### config.mk
export PLATFORM = sky130hd
export DESIGN_NAME = seg_scan_display_flat
export DESIGN_NICKNAME = d
export VERILOG_FILES = /design/src/rtl/seg_scan_display_if.sv /design/src/rtl/seg_scan_display.sv /design/src/flat_wrapper.sv
export SDC_FILE = /design/constraint.sdc
export NUM_CORES = 1
export LEC_CHECK = 0
export ABC_AREA = 1
export CAP_MARGIN = 20
export CORE_MARGIN = 4
export CORE_UTILIZATION = 51
export DETAILED_ROUTE_END_ITERATION = 10
export PLACE_DENSITY_LB_ADDON = 0.08
export SYNTH_ARGS = -nofsm -noshare
export SYNTH_HDL_FRONTEND = slang
export SYNTH_SLANG_ARGS = --single-unit
### constraint.sdc
create_clock -name clk -period 2.9 [get_ports clk]
set_input_delay 0.58 -clock clk [delete_from_list [all_inputs] [get_ports clk]]
set_output_delay 0.58 -clock clk [all_outputs]
set_load 0.02 [all_outputs]
### src/rtl/seg_scan_display_if.sv
// seg_scan_display_if
// Groups the time inputs coming from the counter chain and the scanned
// display outputs. "master" drives the time values and observes the display.
// "slave" is the view used by the display stage itself.
interface seg_scan_display_if;
    logic [5:0] sec;
    logic [5:0] min;
    logic [4:0] hour;
    logic       colon;
    logic [6:0] seg;
    logic       dp;
    logic [5:0] dig_sel;
    logic       frame_start;

    modport master (
        output sec, min, hour, colon,
        input  seg, dp, dig_sel, frame_start
    );

    modport slave (
        input  sec, min, hour, colon,
        output seg, dp, dig_sel, frame_start
    );
endinterface

### src/rtl/seg_scan_display.sv
// seg_scan_display
// Six-digit multiplexed 7-segment driver for the digital clock.
// Converts binary sec/min/hour to BCD and scans the digits at CLK_DIV cycles
// per slot. The first BLANK_CYC cycles of each slot are blanked to stop
// ghosting. The inputs are sampled once per frame, so every digit of a frame
// comes from the same time value.
// Optional build macro: LEAD_ZERO_BLANK_EN blanks the hour-tens digit when
// hour < 10. Dashes for out-of-range values still take priority.
module seg_scan_display #(
    parameter int CLK_DIV        = 50000,
    parameter int BLANK_CYC      = 16,
    parameter bit SEG_ACTIVE_LOW = 1'b1,
    parameter bit DIG_ACTIVE_LOW = 1'b1
) (
    input logic              clk,
    input logic              rst,
    seg_scan_display_if.slave bus
);

    localparam int             PW         = $clog2(CLK_DIV);
    localparam logic [PW-1:0]  PRESC_LAST = PW'(CLK_DIV - 1);
    localparam logic [PW-1:0]  BLANK_END  = PW'(BLANK_CYC);
    localparam logic [6:0]     SEG_OFF    = SEG_ACTIVE_LOW ? 7'h7F : 7'h00;
    localparam logic           DP_OFF     = SEG_ACTIVE_LOW;
    localparam logic [5:0]     DIG_OFF    = DIG_ACTIVE_LOW ? 6'h3F : 6'h00;
    localparam logic [6:0]     SEG_DASH   = 7'b1000000;

    logic [PW-1:0] presc;
    logic [2:0]    idx;
    logic          first_frame;
    logic          capture;

    logic [5:0]    snap_sec;
    logic [5:0]    snap_min;
    logic [4:0]    snap_hour;
    logic          snap_colon;

    logic          sec_bad;
    logic          min_bad;
    logic          hour_bad;
    logic [3:0]    digit_val;
    logic          digit_bad;
    logic          digit_blank;
    logic [6:0]    seg_lit;
    logic          dp_lit;
    logic [5:0]    sel_onehot;

    // Segment pattern {g..a} for one BCD digit, 1 = lit.
    function automatic logic [6:0] seg_code(input logic [3:0] d);
        case (d)
            4'd0:    seg_code = 7'b0111111;
            4'd1:    seg_code = 7'b0000110;
            4'd2:    seg_code = 7'b1011011;
            4'd3:    seg_code = 7'b1001111;
            4'd4:    seg_code = 7'b1100110;
            4'd5:    seg_code = 7'b1101101;
            4'd6:    seg_code = 7'b1111101;
            4'd7:    seg_code = 7'b0000111;
            4'd8:    seg_code = 7'b1111111;
            4'd9:    seg_code = 7'b1101111;
            default: seg_code = 7'b0000000;
        endcase
    endfunction

    // A new snapshot is taken on the last cycle of digit 5, or on the first cycle after reset.
    assign capture = first_frame || ((presc == PRESC_LAST) && (idx == 3'd5));

    // Slot prescaler and digit index advancing 0..5 on each prescaler wrap.
    always_ff @(posedge clk or posedge rst) begin
        if (rst) begin
            presc       <= '0;
            idx         <= 3'd0;
            first_frame <= 1'b1;
        end else begin
            first_frame <= 1'b0;
            if (presc == PRESC_LAST) begin
                presc <= '0;
                idx   <= (idx == 3'd5) ? 3'd0 : idx + 3'd1;
            end else begin
                presc <= presc + PW'(1);
            end
        end
    end

    // Frame-coherent snapshot of the time inputs plus the matching frame_start pulse.
    always_ff @(posedge clk or posedge rst) begin
        if (rst) begin
            snap_sec        <= '0;
            snap_min        <= '0;
            snap_hour       <= '0;
            snap_colon      <= 1'b0;
            bus.frame_start <= 1'b0;
        end else begin
            bus.frame_start <= capture;
            if (capture) begin
                snap_sec   <= bus.sec;
                snap_min   <= bus.min;
                snap_hour  <= bus.hour;
                snap_colon <= bus.colon;
            end
        end
    end

    // Select the BCD digit for the current index and turn it into a lit pattern.
    always_comb begin
        sec_bad     = snap_sec > 6'd59;
        min_bad     = snap_min > 6'd59;
        hour_bad    = snap_hour > 5'd23;
        digit_val   = 4'd0;
        digit_bad   = 1'b0;
        digit_blank = 1'b0;
        case (idx)
            3'd0: begin
                digit_val = 4'(snap_sec % 6'd10);
                digit_bad = sec_bad;
            end
            3'd1: begin
                digit_val = 4'(snap_sec / 6'd10);
                digit_bad = sec_bad;
            end
            3'd2: begin
                digit_val = 4'(snap_min % 6'd10);
                digit_bad = min_bad;
            end
            3'd3: begin
                digit_val = 4'(snap_min / 6'd10);
                digit_bad = min_bad;
            end
            3'd4: begin
                digit_val = 4'(snap_hour % 5'd10);
                digit_bad = hour_bad;
            end
            3'd5: begin
                digit_val = 4'(snap_hour / 5'd10);
                digit_bad = hour_bad;
`ifdef LEAD_ZERO_BLANK_EN
                digit_blank = snap_hour < 5'd10;
`else
                digit_blank = 1'b0;
`endif
            end
            default: begin
                digit_val = 4'd0;
            end
        endcase

        if (digit_bad) begin
            seg_lit = SEG_DASH;
        end else if (digit_blank) begin
            seg_lit = 7'b0000000;
        end else begin
            seg_lit = seg_code(digit_val);
        end
        dp_lit     = snap_colon && ((idx == 3'd2) || (idx == 3'd4));
        sel_onehot = 6'(6'b000001 << idx);
    end

    // Registered pin drivers: blanked during the start of each slot, polarity applied last.
    always_ff @(posedge clk or posedge rst) begin
        if (rst) begin
            bus.seg     <= SEG_OFF;
            bus.dp      <= DP_OFF;
            bus.dig_sel <= DIG_OFF;
        end else if (presc < BLANK_END) begin
            bus.seg     <= SEG_OFF;
            bus.dp      <= DP_OFF;
            bus.dig_sel <= DIG_OFF;
        end else begin
            bus.seg     <= SEG_ACTIVE_LOW ? ~seg_lit : seg_lit;
            bus.dp      <= SEG_ACTIVE_LOW ? ~dp_lit : dp_lit;
            bus.dig_sel <= DIG_ACTIVE_LOW ? ~sel_onehot : sel_onehot;
        end
    end

endmodule

### src/flat_wrapper.sv
// flat-port wrapper written by rule: the top's interface ports become plain ports
module seg_scan_display_flat 
#(
    parameter int CLK_DIV        = 50000,
    parameter int BLANK_CYC      = 16,
    parameter bit SEG_ACTIVE_LOW = 1'b1,
    parameter bit DIG_ACTIVE_LOW = 1'b1
)
  (clk, rst, bus_sec, bus_min, bus_hour, bus_colon, bus_seg, bus_dp, bus_dig_sel, bus_frame_start);
  seg_scan_display_if bus_i ();
  input logic clk;
  input logic rst;
  input wire logic [$bits(bus_i.sec)-1:0] bus_sec;
  input wire logic [$bits(bus_i.min)-1:0] bus_min;
  input wire logic [$bits(bus_i.hour)-1:0] bus_hour;
  input wire logic [$bits(bus_i.colon)-1:0] bus_colon;
  output wire logic [$bits(bus_i.seg)-1:0] bus_seg;
  output wire logic [$bits(bus_i.dp)-1:0] bus_dp;
  output wire logic [$bits(bus_i.dig_sel)-1:0] bus_dig_sel;
  output wire logic [$bits(bus_i.frame_start)-1:0] bus_frame_start;
  assign bus_i.sec = bus_sec;
  assign bus_i.min = bus_min;
  assign bus_i.hour = bus_hour;
  assign bus_i.colon = bus_colon;
  assign bus_seg = bus_i.seg;
  assign bus_dp = bus_i.dp;
  assign bus_dig_sel = bus_i.dig_sel;
  assign bus_frame_start = bus_i.frame_start;
  seg_scan_display #(.CLK_DIV(CLK_DIV), .BLANK_CYC(BLANK_CYC), .SEG_ACTIVE_LOW(SEG_ACTIVE_LOW), .DIG_ACTIVE_LOW(DIG_ACTIVE_LOW)) u_core (.clk(clk), .rst(rst), .bus(bus_i));
endmodule
## Word-level counts from Yosys, hierarchy flattened

Memories as Yosys holds them, arrays and structs flattened.
Cells that the tools add are included.

| word-level totals | value |
|---|---|
| register bits after elaboration | 53 |
| word-level logic and storage cells | 50 |
| output and inout port bits | 15 |
| memories | 1 |
| memory bits (read-only) | 112 |

| cells by class | value |
|---|---|
| $add $sub $neg | 2 |
| reductions and logical operators | 8 |
| shift operators | 1 |
| equality and inequality tests | 6 |
| mux-type cells | 8 |
| divide/modulo/power cells | 6 |
| magnitude comparators | 4 |
| bitwise logic cells | 3 |

Memory list:

| memory | depth | width | read ports | clocked after memory_dff | write ports | line | source |
|---|---|---|---|---|---|---|---|
| (name not given) | 16 | 7 | 1 | 0 | 0 | seg_scan_display.sv:50 | `case (d)` |

Operators with widths:

| kind | number |
|---|---|
| $pmux W4 S6 | 1 |
| $add A16 B1 Y16 const B | 1 |
| $eq A16 B16 Y1 const B | 1 |
| $lt A16 B5 Y1 const B | 1 |
| $mux W16 | 1 |
| $mux W7 | 2 |
| $div A6 B4 Y6 const B | 2 |
| $gt A6 B6 Y1 const B | 2 |
| $mod A6 B4 Y6 const B | 2 |
| $not A7 Y7 | 1 |
| $eq A3 B2 Y1 const B | 2 |
| $eq A3 B3 Y1 const B | 2 |
| $mux W6 | 1 |
| $not A6 Y6 | 1 |
| $reduce_or A2 Y1 | 3 |
| $shl A1 B3 Y6 const A | 1 |
| $div A5 B4 Y5 const B | 1 |
| $gt A5 B5 Y1 const B | 1 |
| $mod A5 B4 Y5 const B | 1 |
| $add A3 B1 Y3 const B | 1 |
| $eq A3 B1 Y1 const B | 1 |
| $logic_not A3 Y1 | 1 |
| $mux W3 | 1 |
| $pmux W1 S3 | 1 |
| 4 further kinds | 6 |

## Logic depth before layout (Yosys ltp)

Gate-level depths: netlist of run 1.

| depth | value |
|---|---|
| depth after elaboration | 6 |
| gate-level depth with buffers | 30 |
| depth with buffers taken out | 29 |

## Worst setup path before layout of run 1

Ideal clock, no wire load.

| timing | value |
|---|---|
| path kind | register to register |
| from | register u_core.idx[1] |
| to | register u_core.bus.seg[3] |
| path buffers | 1 |
| stages on the path, launching flop included | 26 |
| path slack | -148 ps |
| required time | 2818 ps |
| data arrival time | 2966 ps |
| cell sequence | dfrtp_1 > buf_6 > nand2_1 > inv_1 > ha_1 > inv_1 > o22ai_1 > nand2_1 > o21ai_2 > inv_2 > nand2_2 > nand3_1 > nand2_2 > inv_1 > ha_1 > a21boi_0 > nor2_1 > nand2_1 > nand2_1 > nand2_1 > a21oi_2 > inv_1 > ha_1 > or2_1 > nand3_1 > nand2_1 |

| between the ends | value |
|---|---|
| word-level cells in the longest chain between the ends | 6 |
| elaborated cells on any way between the ends | 15 |

RTL lines:

| what | line | source |
|---|---|---|
| start: declaration | seg_scan_display.sv:29 | `logic [2:0] idx;` |
| start signal: assignment | seg_scan_display.sv:78 | `idx <= (idx == 3'd5) ? 3'd0 : idx + 3'd1;` |
| $eq A3 B3 Y1, or another cell as far along | seg_scan_display.sv:112 | `case (idx)` |
| $pmux W4 S6 or $reduce_or A2 Y1 (tied branches) | - |  |
| $mem_v2 Z16 W7 or $pmux W1 S3 (tied branches) | - |  |
| $mux W7 (*) | seg_scan_display.sv:147 | `if (digit_bad) begin` |
| $not A7 Y7 (*) | seg_scan_display.sv:169 | `bus.seg <= SEG_ACTIVE_LOW ? ~seg_lit : seg_lit;` |
| $mux W7 (*) | seg_scan_display.sv:164 | `end else if (presc < BLANK_END) begin` |
| end signal: assignment | seg_scan_display.sv:169 |  |
| end: declaration | seg_scan_display_if.sv:22 | `output seg, dp, dig_sel, frame_start` |

Mark *: on every way between the ends. The rest lies on a longest branch, timed or not.
A chain may end at the register's enable or synchronous reset.

## Worst setup path in the final report of run 1

| timing | value |
|---|---|
| from | register u_core.idx[1] |
| to | register u_core.bus.seg[4] |

Same word-level chain as after synthesis.

==> impl_metrics.tcl, run 1 <==
set metrics [dict create \
    hpwl_um 5480 \
    end_kind "flop" \
    async_reset_ff_share_pct 100 \
    clock_sinks 53 \
    drt_iter0_markers 123 \
    critPathKind "flop to flop" \
    status "complete, no violations" \
    grt_setup_unrepaired "true" \
    startpoint_type "flop" \
    ir_drop_mv 0.454 \
    yosysTopAreaCell "dfrtp_1" \
    clk_pin_slew_ns 0.10 \
    hold_path.class "flop to flop" \
    diodes 0 \
    hold_buffers 0 \
    antenna_found_initial 0 \
    synth-edff-count 0 \
    insertion_delay_ns 0.31 \
    die_w_um 88.1 \
    ys.flop_type "dfrtp_1" \
    syn_nets 438 \
    grt_pass1_wl_um 11500 \
    setup_viol 0 \
    arrival_ns 3.12 \
    powerDensity_nw_per_um2 477 \
    drt-pass1-iter-count 4 \
    finClkSkew_ns 0.00786 \
    clock-root-buffer "clkbuf_8" \
    vias 2885 \
    ant_nets 0 \
    io_pins 35 \
    via_per_inst 5.12 \
    die_y_um 88.1 \
    relSlewSlack_pct 64.0 \
    ys_seq_area_share_pct 41.2 \
    required_ns 3.16 \
    grt_pass1_vias 2586 \
    num-nets-final 519 \
    pre_cts_slack_ns -0.0386 \
    synth_top_cell_area_share_pct 29.1 \
    ys_top_cells_by_area "dfrtp_1, dfstp_2, nand2_1" \
    totalWireLength_um 7410 \
    period_share_pct 98.8 \
    synthTopCellsByCount "nand2_1, inv_1, dfrtp_1" \
    cts_tree "built" \
    core_area_um2 6060 \
    area_growth_pct 33.1 \
    maxClockFrequency_ghz 0.349 \
    numCtsBuffers 5 \
    max_cap_violations 0 \
    io_buffers 34 \
    drc_errors 0 \
    gp_congestion 0.853 \
    yosysWarningCount 0 \
    clk_path_buf_depth 2 \
    h-tree-depth 2 \
    finalCriticalPeriod_ns 2.86 \
    syn_avg_cell_area_um2 8.05 \
    leakagePower_nw 2.07 \
    synth_most_common_cell "nand2_1" \
    max_slew.worst_pin.slew_ns 0.541 \
    grt_use_total_pct 19.1 \
    finalMaxSlewViolations 0 \
    drive_above_1_share_pct 33.0 \
    tns_ns 0 \
    grt_overflow 0 \
    die_area_um2 7750 \
    syn_area_um2 3270 \
    hold_viol 0 \
    start_util_pct 53.9 \
    wl_per_cell_um 13.2 \
    grt_max_degree 27 \
    synth_cells 406 \
    path_max_fanout 5 \
    ys_ff_latch 53 \
    setup_ws_ns 0.0350 \
    rows 28 \
    ys_types 44 \
]
power breakdown:
part | internal (mW) | total, mW | switching [mW]
combinational | 0.338 | 0.747 | 0.410
sequential | 0.847 | 0.876 | 0.0294
clock | 0.197 | 0.452 | 0.255
total | 1.38 | 2.08 | 0.694
critical path: stages, from the launching register on:
cell and delay [ns]:
dfrtp_2 0.48, buf_6 0.15, nor2_8 0.13, nand2_8 0.09, inv_4 0.08, nand2_4 0.06, nand3_4 0.08, inv_4 0.05
ha_4 0.27, nor2_4 0.04, a21oi_4 0.13, nand2_2 0.10, nand2_2 0.08, nand2_2 0.07, nand2_4 0.07, inv_2 0.04
nand2_2 0.07, nand3_1 0.06, nand2_1 0.09, nand2_2 0.10, buf_4 0.15, ha_1 0.18, nand2_1 0.09, nand3_2 0.08
nand2_1 0.07
registers in the layout, indices dropped and copies added, names as in the netlist:
signal	flops
u_core.snap_min	6
u_core.bus.dp	1
u_core.snap_colon	1
u_core.snap_sec	6
u_core.bus.seg	7
u_core.bus.frame_start	1
u_core.first_frame	1
u_core.idx	3
u_core.snap_hour	5
u_core.presc	16
u_core.bus.dig_sel	6
path summary, 6_finish.rpt:
path | from | endpoint | slack, ns | depth (start not counted)
setup / recovery | u_core.idx[1] | u_core.bus.seg[4] | 0.04 | 24
hold / removal | u_core.snap_colon | u_core.bus.dp | 0.44 | 1
setup reg to reg | u_core.idx[1] | u_core.bus.seg[4] | 0.04 | 24
hold reg to reg | u_core.snap_colon | u_core.bus.dp | 0.44 | 1
max in group asynchronous | rst | u_core.idx[0] | 1.62 | 3
min in group asynchronous | rst | u_core.presc[1] | 0.61 | 2
per-layer routing:
metal,track usage [%],routed length [um],up-vias
met5,0,0,-
met4,5.22,119,0
met3,4.05,381,10
met2,31.0,3470,74
met1,26.0,3450,1349
li1,-,-,1452
final cells by class:
class	count	area (um^2)
sequential	53	1350
inverter	71	287
multi-input combinational	275	1810
clock inverter	2	16.3
fill	485	1710
tap	75	93.8
clock buffer	6	82.6
timing repair buffer	81	708
kinds of logic after synthesis:
| family | Yosys count | synth area share, % |
|---|---|---|
| AOI/OAI and AO/OA | 59 | 11.8 |
| xor gates and xnor gates | 4 | 1.07 |
| adders and majority gates | 12 | 4.59 |
| buffers and inverters | 78 | 10.1 |
| DFF | 53 | 41.2 |
| muxes | 4 | 1.38 |
| other | 1 | 0.115 |
| and+or+nand+nor | 195 | 29.8 |
stage by stage:
step,hold WS [ns],power (mW),cells,instance area (um^2),utilization (%)
5_1_grt,0.504,2.20,563,4350,71.8
6_report,0.444,2.08,563,4350,71.8
2_1_floorplan,0.396,1.32,406,3320,-
3_5_place_dp,0.436,1.56,538,3920,64.7
4_1_cts,0.460,2.02,547,4060,66.9
3_3_place_gp,0.438,1.55,538,3920,64.7
what timing repair did:
item / CTS / global route
setup endpoints to repair: 7 / 7
resized for setup: 8 / 36
cloned: 0 / 0
pin swaps: 6 / 24
buffers inserted: 1 / 16
cell usage in the layout (no fill, tap or decap), types with 7 or more instances in the layout:
master	netlist	layout
nand2_1	85	79
inv_1	57	51
buf_4	0	43
dfrtp_1	38	35
nor2_1	35	34
clkdlybuf4s50_1	0	34
nand3_1	28	24
o21ai_0	21	21
nand2_2	14	16
dfstp_2	15	15
inv_2	11	12
a21oi_1	12	10
nand3_2	8	8
ha_1	12	7
(Power assumes the default switching activity.)
==> run 2, diff against run 1 <==
CORE_UTILIZATION = 53   (was 51)
CTS_BUF_LIST = sky130_fd_sc_hd__clkbuf_4   (was unset)
==> run 2 against run 1 <==
The run now ends with negative setup slack left. Flip-flop and latch count is the same. Die area shrank 3.4%. Design area shrank 0.66%. Sequential share of layout area grew 0.21 points. Sequential power is essentially flat. Clock skew grew 0.0032 ns. Final cell count grew 0.89%. Critical endpoint is now u_core.bus.seg[0]. Highest routed layer unchanged.
==> impl_metrics.tcl, run 2 (same netlist as run 1, synthesis figures left out) <==
set metrics [dict create \
    hold_path.class "flop to flop" \
    finClkSkew_ns 0.0110 \
    tns_ns -0.409 \
    arrival_ns 3.31 \
    dpl_cell_area_um2 3910 \
    violations "negative setup slack" \
    clk_path_buf_depth 2 \
    totalWireLength_um 7690 \
    grt_setup_unrepaired "true" \
    vias 2942 \
    via_per_inst 5.18 \
    hpwl_um 5520 \
    drive_above_1_share_pct 33.9 \
    end_kind "flop" \
    finalCriticalPeriod_ns 2.98 \
    max_slew.worst_pin.slew_ns 0.640 \
    setup_ws_ns -0.0774 \
    antenna_found_initial 0 \
    start_util_pct 54.9 \
    grt_overflow 0 \
    numCtsBuffers 5 \
    die_y_um 86.5 \
    finalMaxSlewViolations 0 \
    grt_max_degree 54 \
    clock-root-buffer "clkbuf_4" \
    grt_pass1_wl_um 12400 \
    io_buffers 34 \
    io_pins 35 \
    hold_buffers 0 \
    multiInputGateArea_um2 1770 \
    drt_iter0_markers 200 \
    fillers 471 \
    maxClockFrequency_ghz 0.336 \
    final_area_um2 4320 \
    final-seq-area_um2 1350 \
    num-nets-final 524 \
    clk_pin_slew_ns 0.15 \
    leakagePower_nw 2.08 \
    drc_errors 0 \
    largest_reg_flops 16 \
    area_growth_pct 32.2 \
    die_w_um 86.5 \
    path_max_fanout 5 \
    power_mw 1.98 \
    reg_top3 "u_core.presc (16), u_core.bus.seg (7)" \
    hold_viol 0 \
    powerDensity_nw_per_um2 458 \
    final_cell_mix "nand2_1, inv_1, buf_4" \
    relSlewSlack_pct 57.3 \
    critPathKind "flop to flop" \
    largest-register "u_core.presc" \
    ir_drop_mv 0.409 \
    period_share_pct 103 \
    wl_per_cell_um 13.5 \
    status "complete, but fails checks" \
    h-tree-depth 2 \
    required_ns 3.23 \
    grt_pass1_vias 2844 \
    clock_sinks 53 \
    core_area_um2 5960 \
    startpoint_type "flop" \
    final_common_cell "nand2_1" \
    max_cap_violations 0 \
    utilization_pct 72.5 \
    setup_viol 6 \
    diodes 0 \
    die_area_um2 7490 \
    rows 28 \
    insertion_delay_ns 0.39 \
    gp_congestion 0.879 \
    cts_tree "built" \
    ant_nets 0 \
    drt-pass1-iter-count 4 \
    grt_use_total_pct 20.8 \
]
## run 2: path summary, 6_finish.rpt
kind / from / endpoint / slack (ns) / depth (start not counted)
setup reg to reg: u_core.idx[1] / u_core.bus.seg[0] / -0.08 / 21
max in group asynchronous: rst / u_core.idx[2] / 1.78 / 3
min in group asynchronous: rst / u_core.presc[2] / 0.65 / 3
hold reg to reg: u_core.snap_colon / u_core.bus.dp / 0.47 / 1
hold / removal: u_core.snap_colon / u_core.bus.dp / 0.47 / 1
setup / recovery: u_core.idx[1] / u_core.bus.seg[0] / -0.08 / 21
## run 2: final cells by class
cell class | count | area share (%)
timing repair buffer | 86 | 17.7
multi-input combinational | 275 | 41.1
clock buffer | 6 | 1.04
clock inverter | 2 | 0.319
sequential | 53 | 31.2
inverter | 71 | 6.52
tap | 75 | 2.17
## run 2: power by group
group / switching [mW] / internal, mW
logic: 0.415 / 0.340
registers: 0.0282 / 0.847
clock network: 0.243 / 0.107
## run 2: metal layers
metal  global-route usage, %  wire length, um  vias up
met1                    26.3             3370     1370
met3                    3.42              356       22
met4                    8.22              186        0
met2                    35.4             3780       82
li1                        -                -     1468
met5                       0                0        -
## run 2: critical path, stage by stage, from the launching register on
cell and delay, ns:
dfrtp_2 0.47, buf_4 0.15, buf_12 0.13, buf_12 0.12, nand4_1 0.19, nand3_4 0.13, ha_4 0.29, nor2_2 0.04
a21oi_4 0.14, nand2_4 0.08, nand2_4 0.07, nand2_2 0.06, nand2_1 0.05, inv_1 0.05, ha_1 0.26, nand2_1 0.06
nand3_2 0.09, nand2_4 0.09, inv_6 0.09, nand2_4 0.06, a21oi_4 0.19, nand2_1 0.08
## run 2: repair_timing
| action | CTS | global route |
|---|---|---|
| buffers inserted | 14 | 11 |
| pin swaps | 9 | 20 |
| endpoints found under the setup margin | 7 | 7 |
| resized for setup | 6 | 28 |
| cloned | 0 | 0 |
## run 2: through the flow
step / hold WS (ns) / cells / worst slack, ns
after floorplan: 0.396 / 406 / 0.00907
after CTS: 0.477 / 557 / 0.000444
final: 0.471 / 568 / -0.0774
after global routing: 0.493 / 568 / -0.310
after global placement: 0.448 / 535 / 0.0198
after detailed placement: 0.446 / 535 / -0.0720
